<file path="src/rtl/tree_reduce_pkg.sv">
// Shared types and default widths for the sequential tree-reduction block.
package tree_reduce_pkg;

    localparam int unsigned ACC_W_DEFAULT = 32;
    localparam int unsigned LEN_W_DEFAULT = 8;

    typedef enum logic [1:0] {
        IDLE  = 2'd0,
        ACCUM = 2'd1,
        DONE  = 2'd2
    } state_t;

endpackage

</file>
<file path="src/rtl/config_binary_tree_adder.sv">
// Combinational pairwise adder tree over INPUTS_AMOUNT signed P-bit elements.
// In halved-precision mode each element is taken as two signed P/2-bit lanes.
module config_binary_tree_adder #(
    parameter int unsigned P             = 8,
    parameter int unsigned INPUTS_AMOUNT = 8,
    parameter int unsigned SUM_W         = P + $clog2(INPUTS_AMOUNT)
) (
    input  logic [INPUTS_AMOUNT*P-1:0] data,
    input  logic                       halved_precision,
    output logic signed [SUM_W-1:0]    sum
);

    localparam int unsigned HALF = P / 2;

    // Leaf values feed a log2(INPUTS_AMOUNT)-deep tree; SUM_W is wide enough that no level overflows.
    function automatic logic signed [SUM_W-1:0] reduce(
        input logic [INPUTS_AMOUNT*P-1:0] vec,
        input logic                       halved
    );
        logic signed [SUM_W-1:0] node [INPUTS_AMOUNT];
        for (int k = 0; k < int'(INPUTS_AMOUNT); k++) begin
            if (halved) begin
                node[k] = SUM_W'($signed(vec[k*P +: HALF]))
                        + SUM_W'($signed(vec[k*P+HALF +: (P-HALF)]));
            end else begin
                node[k] = SUM_W'($signed(vec[k*P +: P]));
            end
        end
        for (int n = int'(INPUTS_AMOUNT / 2); n >= 1; n = n / 2) begin
            for (int i = 0; i < n; i++) begin
                node[i] = node[2*i] + node[2*i+1];
            end
        end
        return node[0];
    endfunction

    always_comb begin
        sum = reduce(data, halved_precision);
    end

endmodule

</file>
<file path="src/rtl/tree_reduce_seq.sv">
// Job-based accumulator: takes a length descriptor, sums that many tree-reduced
// input vectors, then holds the result until it is consumed.
module tree_reduce_seq
    import tree_reduce_pkg::*;
#(
    parameter int unsigned P             = 8,
    parameter int unsigned INPUTS_AMOUNT = 8,
    parameter int unsigned ACC_W         = ACC_W_DEFAULT,
    parameter int unsigned LEN_W         = LEN_W_DEFAULT
) (
    input  logic                       clk,
    input  logic                       rst,
    input  logic                       cfg_valid,
    output logic                       cfg_ready,
    input  logic [LEN_W-1:0]           cfg_len,
    input  logic                       cfg_halved,
    input  logic                       in_valid,
    output logic                       in_ready,
    input  logic [INPUTS_AMOUNT*P-1:0] in_data,
    output logic                       out_valid,
    input  logic                       out_ready,
    output logic signed [ACC_W-1:0]    out_sum,
    output logic                       busy
);

    localparam int unsigned SUM_W = P + $clog2(INPUTS_AMOUNT);

    state_t                  state, state_next;
    logic signed [ACC_W-1:0] acc, acc_next;
    logic [LEN_W-1:0]        cnt, cnt_next;
    logic [LEN_W-1:0]        len_q, len_next;
    logic                    halved_q, halved_next;
    logic                    cfg_ready_next, in_ready_next, out_valid_next, busy_next;
    logic signed [SUM_W-1:0] tree_sum;

    config_binary_tree_adder #(
        .P             (P),
        .INPUTS_AMOUNT (INPUTS_AMOUNT)
    ) u_adder (
        .data             (in_data),
        .halved_precision (halved_q),
        .sum              (tree_sum)
    );

    assign out_sum = acc;

    // Next-state, datapath and handshake-flag decode.
    always_comb begin
        state_next  = state;
        acc_next    = acc;
        cnt_next    = cnt;
        len_next    = len_q;
        halved_next = halved_q;
        unique case (state)
            IDLE: begin
                if (cfg_valid && cfg_ready) begin
                    len_next    = (cfg_len == '0) ? LEN_W'(1) : cfg_len;
                    halved_next = cfg_halved;
                    acc_next    = '0;
                    cnt_next    = '0;
                    state_next  = ACCUM;
                end
            end
            ACCUM: begin
                if (in_valid && in_ready) begin
                    acc_next = acc + ACC_W'(tree_sum);
                    cnt_next = cnt + LEN_W'(1);
                    if (cnt == len_q - LEN_W'(1)) begin
                        state_next = DONE;
                    end
                end
            end
            DONE: begin
                if (out_valid && out_ready) begin
                    state_next = IDLE;
                end
            end
            default: state_next = IDLE;
        endcase
        // Flags come from the next state so they are registered yet aligned with it.
        cfg_ready_next = (state_next == IDLE);
        in_ready_next  = (state_next == ACCUM);
        out_valid_next = (state_next == DONE);
        busy_next      = (state_next != IDLE);
    end

    always_ff @(posedge clk or posedge rst) begin
        if (rst) begin
            state     <= IDLE;
            acc       <= '0;
            cnt       <= '0;
            len_q     <= LEN_W'(1);
            halved_q  <= 1'b0;
            cfg_ready <= 1'b1;
            in_ready  <= 1'b0;
            out_valid <= 1'b0;
            busy      <= 1'b0;
        end else begin
            state     <= state_next;
            acc       <= acc_next;
            cnt       <= cnt_next;
            len_q     <= len_next;
            halved_q  <= halved_next;
            cfg_ready <= cfg_ready_next;
            in_ready  <= in_ready_next;
            out_valid <= out_valid_next;
            busy      <= busy_next;
        end
    end

endmodule

</file>
<file path="config.mk">
export PLATFORM = sky130hd
export DESIGN_NAME = tree_reduce_seq
export DESIGN_NICKNAME = d
export VERILOG_FILES = /design/src/rtl/tree_reduce_pkg.sv /design/src/rtl/config_binary_tree_adder.sv /design/src/rtl/tree_reduce_seq.sv
export SDC_FILE = /design/constraint.sdc
export NUM_CORES = 1
export LEC_CHECK = 0
export BUFFER_PORTS_ARGS = -buffer_cell sky130_fd_sc_hd__clkbuf_2
export CORE_MARGIN = 2
export CORE_UTILIZATION = 29
export CTS_BUF_LIST = sky130_fd_sc_hd__clkbuf_4 sky130_fd_sc_hd__clkbuf_8 sky130_fd_sc_hd__clkbuf_16
export DETAILED_ROUTE_END_ITERATION = 10
export PLACE_DENSITY = 0.44
export REMOVE_ABC_BUFFERS = 1
export SYNTH_ARGS = -nofsm -noshare
export SYNTH_HDL_FRONTEND = slang
export SYNTH_HIERARCHICAL = 1
export SYNTH_SLANG_ARGS = --single-unit
</file>
<file path="constraint.sdc">
create_clock -name clk -period 23.3 [get_ports clk]
set_input_delay 3.495 -clock clk [delete_from_list [all_inputs] [get_ports clk]]
set_output_delay 3.495 -clock clk [all_outputs]
set_load 0.02 [all_outputs]
</file>
==> results of run 1 <==
## cells in the mapped netlist (all sizes together), types with 3 or more instances
master  count
xor2       24
a21boi      3
and4        3
a31o        7
buf         7
nor3        6
inv        84
mux2       25
a22o        4
clkbuf     13
o21bai      4
and3        6
o21a       21
dfrtp      53
mux2i       9
nor3b       4
a211oi      8
a31oi       5
nand2      58
nor2       30
a21o       22
ha         76
nand4       5
fa         60
o221ai      4
xnor2      40
a21oi      55
nand3      10
or2         4
o21ai      80
o211ai      3
o31ai       3
## state kept, by name, summed over array words and instances (netlist names)
register and count:
busy 1, cfg_ready 1, cnt 8, halved_q 1
in_ready 1, len_q 8, out_sum 32, out_valid 1
state 2
## worst max-delay path, delay by kind of cell
family | cells | cell delay, ns
muxes | 1 | 0.11
buffers and inverters | 5 | 0.56
adders and majority gates | 8 | 3.49
xor gates and xnor gates | 1 | 0.12
and+or+nand+nor | 3 | 0.62
AOI/OAI and AO/OA | 12 | 2.36
## layer usage
layer	vias to the layer above	GRT usage, %	part of all wire (%)
li1	2904	-	-
met4	0	2.19	0.73
met1	2649	21.9	51
met5	-	0	0
met3	9	2.16	3.6
met2	113	22.6	44
## cell families (layout without fill, tap and decap cells)
kind of cell / after synthesis / after routing / synth area share (%)
XOR/XNOR: 64 / 64 / 7.97
flip-flops: 55 / 55 / 19.6
AO/OA/AOI/OAI: 232 / 232 / 20.7
AND/OR/NAND/NOR: 145 / 145 / 9.96
multiplexers: 34 / 34 / 5.39
adder cells (fa/ha/maj): 136 / 136 / 30.6
buffers and inverters: 104 / 211 / 5.78
## worst max path at each step
stage / startpoint / endpoint / slack (ns) / cells after the start
3_3_place_gp: in_data[40] / out_sum[31]$_DFFE_PP0P_ / 12.44 / 30
5_1_grt: in_data[40] / out_sum[31]$_DFFE_PP0P_ / 12.17 / 30
2_1_floorplan: in_data[40] / out_sum[31]$_DFFE_PP0P_ / 12.17 / 28
4_1_cts: in_data[40] / out_sum[31]$_DFFE_PP0P_ / 12.68 / 30
6_report: in_data[40] / out_sum[31]$_DFFE_PP0P_ / 12.74 / 30
3_5_place_dp: in_data[40] / out_sum[31]$_DFFE_PP0P_ / 12.36 / 30
## stage by stage
stage,util [%],cells,hold WS (ns)
after floorplan,-,750,0.501
after global placement,33.7,1188,0.510
after detailed placement,33.7,1188,0.512
after CTS,34.4,1196,0.534
after global routing,34.4,1196,0.566
final,34.4,1196,0.527
## cell type report
cell class / instances / area, sq um / share of cell area [%]
Inverter: 84 / 315 / 3.89
Clock inverter: 3 / 26.3 / 0.324
Multi-Input combinational cell: 611 / 5260 / 64.8
Clock buffer: 5 / 125 / 1.54
Tap cell: 319 / 399 / 4.92
Sequential cell: 55 / 1380 / 17.0
Timing Repair Buffer: 119 / 611 / 7.53
==> run_summary.xml, run 1 <==
<?xml version="1.0" encoding="UTF-8"?>
<metrics>
  <group name="logic_synthesis">
    <metric name="yosysWarningCount" unit="">6</metric>
    <metric name="gate_count_post_synth" unit="">770</metric>
    <metric name="postSynthAreaPerCell" unit="sq um">9.13</metric>
    <metric name="synth-seq-area-share" unit="%">19.6</metric>
    <metric name="ys_top_cells_by_area" unit="">sky130_fd_sc_hd__dfrtp_1 (19%), sky130_fd_sc_hd__fa_1 (17%), sky130_fd_sc_hd__ha_1 (14%)</metric>
    <metric name="synthesis.area" unit="sq mm">0.00703</metric>
    <metric name="post-synth-top-area-cell" unit="">sky130_fd_sc_hd__dfrtp_1</metric>
    <metric name="ys.flop_type" unit="">sky130_fd_sc_hd__dfrtp_1</metric>
    <metric name="async_set_reset_flop_share_out_of_synthesis" unit="%">100</metric>
    <metric name="flop_and_latch_count_out_of_synthesis" unit="">55</metric>
    <metric name="synth_edf_count" unit="">0</metric>
    <metric name="synth_largest_type_area_fraction" unit="%">18.9</metric>
    <metric name="count_of_unique_library_cells_instantiated_by_yosys" unit="">65</metric>
  </group>
  <group name="final_layout">
    <metric name="count_of_antenna_diodes_in_the_layout" unit="">0</metric>
    <metric name="flow.area_growth_from_synthesis" unit="%">15.4</metric>
    <metric name="nets" unit="">1090</metric>
    <metric name="final_layout_size_suffix_gt1_share" unit="%">20.2</metric>
    <metric name="finalInstanceArea" unit="sq mm">0.00811</metric>
    <metric name="mostFrequentLayoutCell" unit="">sky130_fd_sc_hd__clkbuf_2</metric>
    <metric name="fillerInstances" unit="">2476</metric>
    <metric name="layout_common_cells" unit="">sky130_fd_sc_hd__clkbuf_2 (113), sky130_fd_sc_hd__inv_1 (83), sky130_fd_sc_hd__ha_1 (76)</metric>
  </group>
  <group name="timing">
    <metric name="clock-skew-final" unit="ns">0.00692</metric>
    <metric name="report.final.setup_viol" unit="">0</metric>
    <metric name="worstMarginPinSlew" unit="ns">0.846</metric>
    <metric name="slew-limit-headroom" unit="%">43.6</metric>
    <metric name="slew_viol_final" unit="">0</metric>
    <metric name="report.final.hold_viol_count" unit="">0</metric>
    <metric name="final_min_period_over_clock_period" unit="%">45.3</metric>
    <metric name="post-route-worst-setup-slack" unit="ns">12.74</metric>
    <metric name="final_period_minus_worst_setup_slack" unit="ns">10.56</metric>
    <metric name="final.setup.tns" unit="ns">0</metric>
    <metric name="rsz0062_at_grt" unit="">no</metric>
    <metric name="fmaxAchievable" unit="MHz">94.7</metric>
  </group>
  <group name="setup_path">
    <metric name="timing.critical_path.fanout_max" unit="">27</metric>
    <metric name="r2r_end" unit="">out_sum[31]$_DFFE_PP0P_</metric>
    <metric name="arrival" unit="ns">10.78</metric>
    <metric name="cp_data_required_time" unit="ns">23.53</metric>
    <metric name="worst_r2r_startpoint" unit="">halved_q$_DFFE_PP0P_</metric>
    <metric name="cp_common_cell" unit="">sky130_fd_sc_hd__fa_1</metric>
    <metric name="crit_path_top_delay_cell" unit="">sky130_fd_sc_hd__fa_1</metric>
    <metric name="cp-start-kind" unit="">input pin</metric>
    <metric name="critPathKind" unit="">in -&gt; reg</metric>
    <metric name="reg2reg_setup_slack" unit="ns">15.64</metric>
    <metric name="reg2regPathDepth" unit="">26</metric>
    <metric name="cp_slowest_stage_delay" unit="ns">0.64</metric>
    <metric name="critPathCaptureType" unit="">flop</metric>
  </group>
  <group name="clock_network">
    <metric name="cts-buffers-inserted" unit="">5</metric>
    <metric name="tritoncts_num_sinks" unit="">55</metric>
    <metric name="cts_root_buf" unit="">sky130_fd_sc_hd__clkbuf_16</metric>
    <metric name="post-cts-setup-buffers" unit="">0</metric>
    <metric name="clk_transition_reported_paths" unit="ns">0.08</metric>
    <metric name="cts_buffer_depth" unit="">2</metric>
    <metric name="cts-resized-gates" unit="">0</metric>
    <metric name="worstSkewPairLatency" unit="ns">0.31</metric>
    <metric name="tritoncts" unit="">built</metric>
    <metric name="ctsHoldBuffers" unit="">0</metric>
    <metric name="cts_max_level" unit="">2</metric>
  </group>
  <group name="global_route">
    <metric name="grt_pass1_vias" unit="">5765</metric>
    <metric name="grt_usage" unit="%">14.6</metric>
    <metric name="antenna_found_initial" unit="">0</metric>
    <metric name="globalRoute.totalOverflow" unit="">0</metric>
    <metric name="first_pass_grt_wire_length" unit="mm">30.3</metric>
    <metric name="grt_start_max_net_pins" unit="">84</metric>
  </group>
  <group name="min_path">
    <metric name="timing.hold.worst.class" unit="">reg -&gt; reg</metric>
    <metric name="timing.hold.worst_path_depth" unit="">2</metric>
    <metric name="hold_crit_start" unit="">out_sum[11]$_DFFE_PP0P_</metric>
    <metric name="worst_hold_endpoint" unit="">out_sum[11]$_DFFE_PP0P_</metric>
  </group>
  <group name="placement">
    <metric name="dpl_cell_area" unit="sq mm">0.00796</metric>
    <metric name="worst_setup_slack_before_clock_tree_synthesis" unit="ns">12.36</metric>
    <metric name="dpl.hpwl" unit="mm">14.8</metric>
    <metric name="io_buffer_count" unit="">113</metric>
    <metric name="place.gp.congestion" unit="">0.792</metric>
  </group>
  <group name="run_status">
    <metric name="run_status" unit="">finished clean</metric>
  </group>
  <group name="detailed_routing">
    <metric name="initialDrtViolationCount" unit="">243</metric>
    <metric name="detailedRoute.firstPassIterationCount" unit="">6</metric>
    <metric name="drt-wirelength-per-cell" unit="um">15.1</metric>
    <metric name="totalWireLength" unit="mm">18.0</metric>
    <metric name="remaining_drc_errors" unit="">0</metric>
    <metric name="vias" unit="">5675</metric>
    <metric name="detail-route-antenna-nets" unit="">0</metric>
    <metric name="detail_route.vias_per_cell" unit="">4.74</metric>
  </group>
  <group name="die">
    <metric name="floorplan.die.height" unit="um">160</metric>
    <metric name="fp.dieArea" unit="sq mm">0.0255</metric>
    <metric name="die_width" unit="um">160</metric>
    <metric name="std_cell_rows" unit="">56</metric>
    <metric name="io-pin-count" unit="">114</metric>
    <metric name="starting_density_of_the_core" unit="%">29.8</metric>
    <metric name="core_region_area" unit="sq mm">0.0236</metric>
  </group>
  <group name="flow_run">
    <metric name="maxCapViolCount" unit="">0</metric>
  </group>
</metrics>
Power of run 1 is not shown: default switching activity piles up to over one toggle a cycle in this logic, so the estimate is an artifact.
==> inputs of run 2 (changes only) <==
==> constraint.sdc (replaced) <==
create_clock -name clk -period 10.7 [get_ports clk]
set_input_delay 1.605 -clock clk [delete_from_list [all_inputs] [get_ports clk]]
set_output_delay 1.605 -clock clk [all_outputs]
set_load 0.02 [all_outputs]
==> run_summary.xml, run 2 (synthesis gave the netlist of run 1 again) <==
<?xml version="1.0" encoding="UTF-8"?>
<metrics>
  <group name="min_path">
    <metric name="timing.hold.worst.class" unit="">reg -&gt; reg</metric>
    <metric name="timing.hold.worst_path_depth" unit="">2</metric>
  </group>
  <group name="timing">
    <metric name="clock-skew-final" unit="ns">0.00855</metric>
    <metric name="report.final.setup_viol" unit="">0</metric>
    <metric name="worstMarginPinSlew" unit="ns">1.04</metric>
    <metric name="final_period_minus_worst_setup_slack" unit="ns">9.20</metric>
    <metric name="final_min_period_over_clock_period" unit="%">86.0</metric>
    <metric name="final.setup.tns" unit="ns">0</metric>
    <metric name="slew_viol_final" unit="">0</metric>
    <metric name="rsz0062_at_grt" unit="">no</metric>
    <metric name="fmaxAchievable" unit="MHz">109</metric>
    <metric name="slew-limit-headroom" unit="%">30.5</metric>
    <metric name="report.final.hold_viol_count" unit="">0</metric>
  </group>
  <group name="clock_network">
    <metric name="worstSkewPairLatency" unit="ns">0.31</metric>
    <metric name="cts-buffers-inserted" unit="">5</metric>
    <metric name="tritoncts" unit="">built</metric>
    <metric name="clk_transition_reported_paths" unit="ns">0.08</metric>
    <metric name="cts_max_level" unit="">2</metric>
    <metric name="post-cts-setup-buffers" unit="">0</metric>
    <metric name="cts_root_buf" unit="">sky130_fd_sc_hd__clkbuf_16</metric>
    <metric name="cts_buffer_depth" unit="">2</metric>
    <metric name="cts-resized-gates" unit="">0</metric>
    <metric name="tritoncts_num_sinks" unit="">55</metric>
    <metric name="ctsHoldBuffers" unit="">0</metric>
  </group>
  <group name="global_route">
    <metric name="globalRoute.totalOverflow" unit="">0</metric>
    <metric name="grt_pass1_vias" unit="">5756</metric>
    <metric name="grt_start_max_net_pins" unit="">56</metric>
    <metric name="antenna_found_initial" unit="">0</metric>
    <metric name="first_pass_grt_wire_length" unit="mm">30.7</metric>
    <metric name="grt_usage" unit="%">14.8</metric>
  </group>
  <group name="placement">
    <metric name="dpl.hpwl" unit="mm">14.9</metric>
    <metric name="io_buffer_count" unit="">113</metric>
    <metric name="place.gp.congestion" unit="">0.774</metric>
  </group>
  <group name="die">
    <metric name="die_width" unit="um">160</metric>
    <metric name="core_region_area" unit="sq mm">0.0236</metric>
    <metric name="fp.dieArea" unit="sq mm">0.0255</metric>
    <metric name="std_cell_rows" unit="">56</metric>
    <metric name="starting_density_of_the_core" unit="%">29.8</metric>
    <metric name="floorplan.die.height" unit="um">160</metric>
    <metric name="io-pin-count" unit="">114</metric>
  </group>
  <group name="setup_path">
    <metric name="cp_slowest_stage_delay" unit="ns">0.80</metric>
    <metric name="worst_r2r_startpoint" unit="">halved_q$_DFFE_PP0P_</metric>
    <metric name="cp_top_family" unit="">adder cells</metric>
    <metric name="crit_buf_inv" unit="">4</metric>
    <metric name="crit_path_top_delay_cell" unit="">sky130_fd_sc_hd__xnor2_2</metric>
    <metric name="critPathCapture" unit="">out_sum[31]$_DFFE_PP0P_</metric>
    <metric name="cp_common_cell" unit="">sky130_fd_sc_hd__fa_1</metric>
    <metric name="reg2reg_setup_slack" unit="ns">2.39</metric>
    <metric name="cp_data_required_time" unit="ns">10.92</metric>
    <metric name="r2r_end" unit="">out_sum[31]$_DFFE_PP0P_</metric>
    <metric name="critical_path_depth" unit="">29</metric>
    <metric name="timing.critical_path.fanout_max" unit="">19</metric>
    <metric name="cp-start-kind" unit="">input pin</metric>
    <metric name="critPathCaptureType" unit="">flop</metric>
    <metric name="reg2regPathDepth" unit="">24</metric>
    <metric name="arrival" unit="ns">9.42</metric>
    <metric name="crit_start" unit="">in_data[40]</metric>
    <metric name="critPathKind" unit="">in -&gt; reg</metric>
  </group>
  <group name="detailed_routing">
    <metric name="remaining_drc_errors" unit="">0</metric>
    <metric name="vias" unit="">5701</metric>
    <metric name="initialDrtViolationCount" unit="">304</metric>
    <metric name="detail-route-antenna-nets" unit="">0</metric>
    <metric name="detail_route.vias_per_cell" unit="">4.76</metric>
    <metric name="drt-wirelength-per-cell" unit="um">15.1</metric>
    <metric name="totalWireLength" unit="mm">18.1</metric>
    <metric name="detailedRoute.firstPassIterationCount" unit="">4</metric>
  </group>
  <group name="final_layout">
    <metric name="largest_register_ff_count" unit="">32</metric>
    <metric name="fillerInstances" unit="">2528</metric>
    <metric name="mostFrequentLayoutCell" unit="">sky130_fd_sc_hd__clkbuf_2</metric>
    <metric name="final_layout_size_suffix_gt1_share" unit="%">20.4</metric>
    <metric name="flow.area_growth_from_synthesis" unit="%">16.0</metric>
    <metric name="layout_common_cells" unit="">sky130_fd_sc_hd__clkbuf_2 (113), sky130_fd_sc_hd__inv_1 (83), sky130_fd_sc_hd__ha_1 (76)</metric>
    <metric name="count_of_antenna_diodes_in_the_layout" unit="">0</metric>
    <metric name="nets" unit="">1092</metric>
  </group>
  <group name="flow_run">
    <metric name="maxCapViolCount" unit="">0</metric>
  </group>
  <group name="run_status">
    <metric name="run_status" unit="">finished clean</metric>
  </group>
</metrics>
[run 2: worst min-delay path by stage]
stage / endpoint / startpoint / slack (ns)
floorplan: len_q[7]$_DFFE_PP0P_ / len_q[7]$_DFFE_PP0P_ / 0.50
global placement: out_sum[23]$_DFFE_PP0P_ / out_sum[23]$_DFFE_PP0P_ / 0.51
detailed placement: out_sum[9]$_DFFE_PP0P_ / out_sum[9]$_DFFE_PP0P_ / 0.51
CTS: out_sum[9]$_DFFE_PP0P_ / out_sum[9]$_DFFE_PP0P_ / 0.52
global route: out_sum[21]$_DFFE_PP0P_ / out_sum[21]$_DFFE_PP0P_ / 0.56
finish: out_sum[9]$_DFFE_PP0P_ / out_sum[9]$_DFFE_PP0P_ / 0.52
[run 2: metal layers]
| metal | wire length, um | GRT usage, % | up-vias | share of wire, % |
|---|---|---|---|---|
| met5 | 0 | 0 | - | 0 |
| met4 | 223 | 3.06 | 0 | 1.2 |
| met3 | 649 | 1.92 | 12 | 3.6 |
| met2 | 8010 | 22.9 | 104 | 44 |
| met1 | 9260 | 22.1 | 2667 | 51 |
| li1 | - | - | 2918 | - |
[run 2: worst register-to-register path: stages, from the launching register on]
cell	delay (ns)
sky130_fd_sc_hd__dfrtp_2	0.87
sky130_fd_sc_hd__buf_4	0.39
sky130_fd_sc_hd__mux2_2	0.40
sky130_fd_sc_hd__fa_1	0.51
sky130_fd_sc_hd__fa_1	0.56
sky130_fd_sc_hd__inv_1	0.05
sky130_fd_sc_hd__fa_1	0.46
sky130_fd_sc_hd__fa_1	0.57
sky130_fd_sc_hd__inv_1	0.06
sky130_fd_sc_hd__ha_1	0.23
sky130_fd_sc_hd__fa_1	0.40
sky130_fd_sc_hd__a21o_2	0.21
sky130_fd_sc_hd__a21oi_2	0.20
sky130_fd_sc_hd__o31ai_2	0.12
sky130_fd_sc_hd__xnor2_2	0.80
sky130_fd_sc_hd__ha_1	0.46
sky130_fd_sc_hd__a211oi_1	0.26
sky130_fd_sc_hd__o221ai_1	0.16
sky130_fd_sc_hd__a21oi_1	0.37
sky130_fd_sc_hd__o211ai_1	0.15
sky130_fd_sc_hd__and2_1	0.19
sky130_fd_sc_hd__a41o_1	0.30
sky130_fd_sc_hd__nor4b_1	0.30
sky130_fd_sc_hd__a21oi_1	0.07
sky130_fd_sc_hd__o221ai_1	0.16
[run 2: area by class of cell]
class	instances	area (sq um)	share of cell area, %
Multi-Input combinational cell	611	5260	64.5
Tap cell	319	399	4.89
Timing Repair Buffer	121	626	7.67
Inverter	84	315	3.87
Clock inverter	2	38.8	0.476
Clock buffer	6	139	1.70
Sequential cell	55	1380	16.9
[run 2: metrics by stage]
step	hold slack (ns)	instances	util (%)	setup WS, ns	cell area [sq um]
final	0.519	1198	34.5	1.50	8150
after global routing	0.561	1198	34.5	1.01	8150
after CTS	0.525	1198	34.5	1.41	8150
after detailed placement	0.506	1190	33.8	1.10	7980
after global placement	0.506	1190	33.8	1.18	7980
after floorplan	0.501	750	-	1.46	6940
Power of run 2 is left out for the same reason.
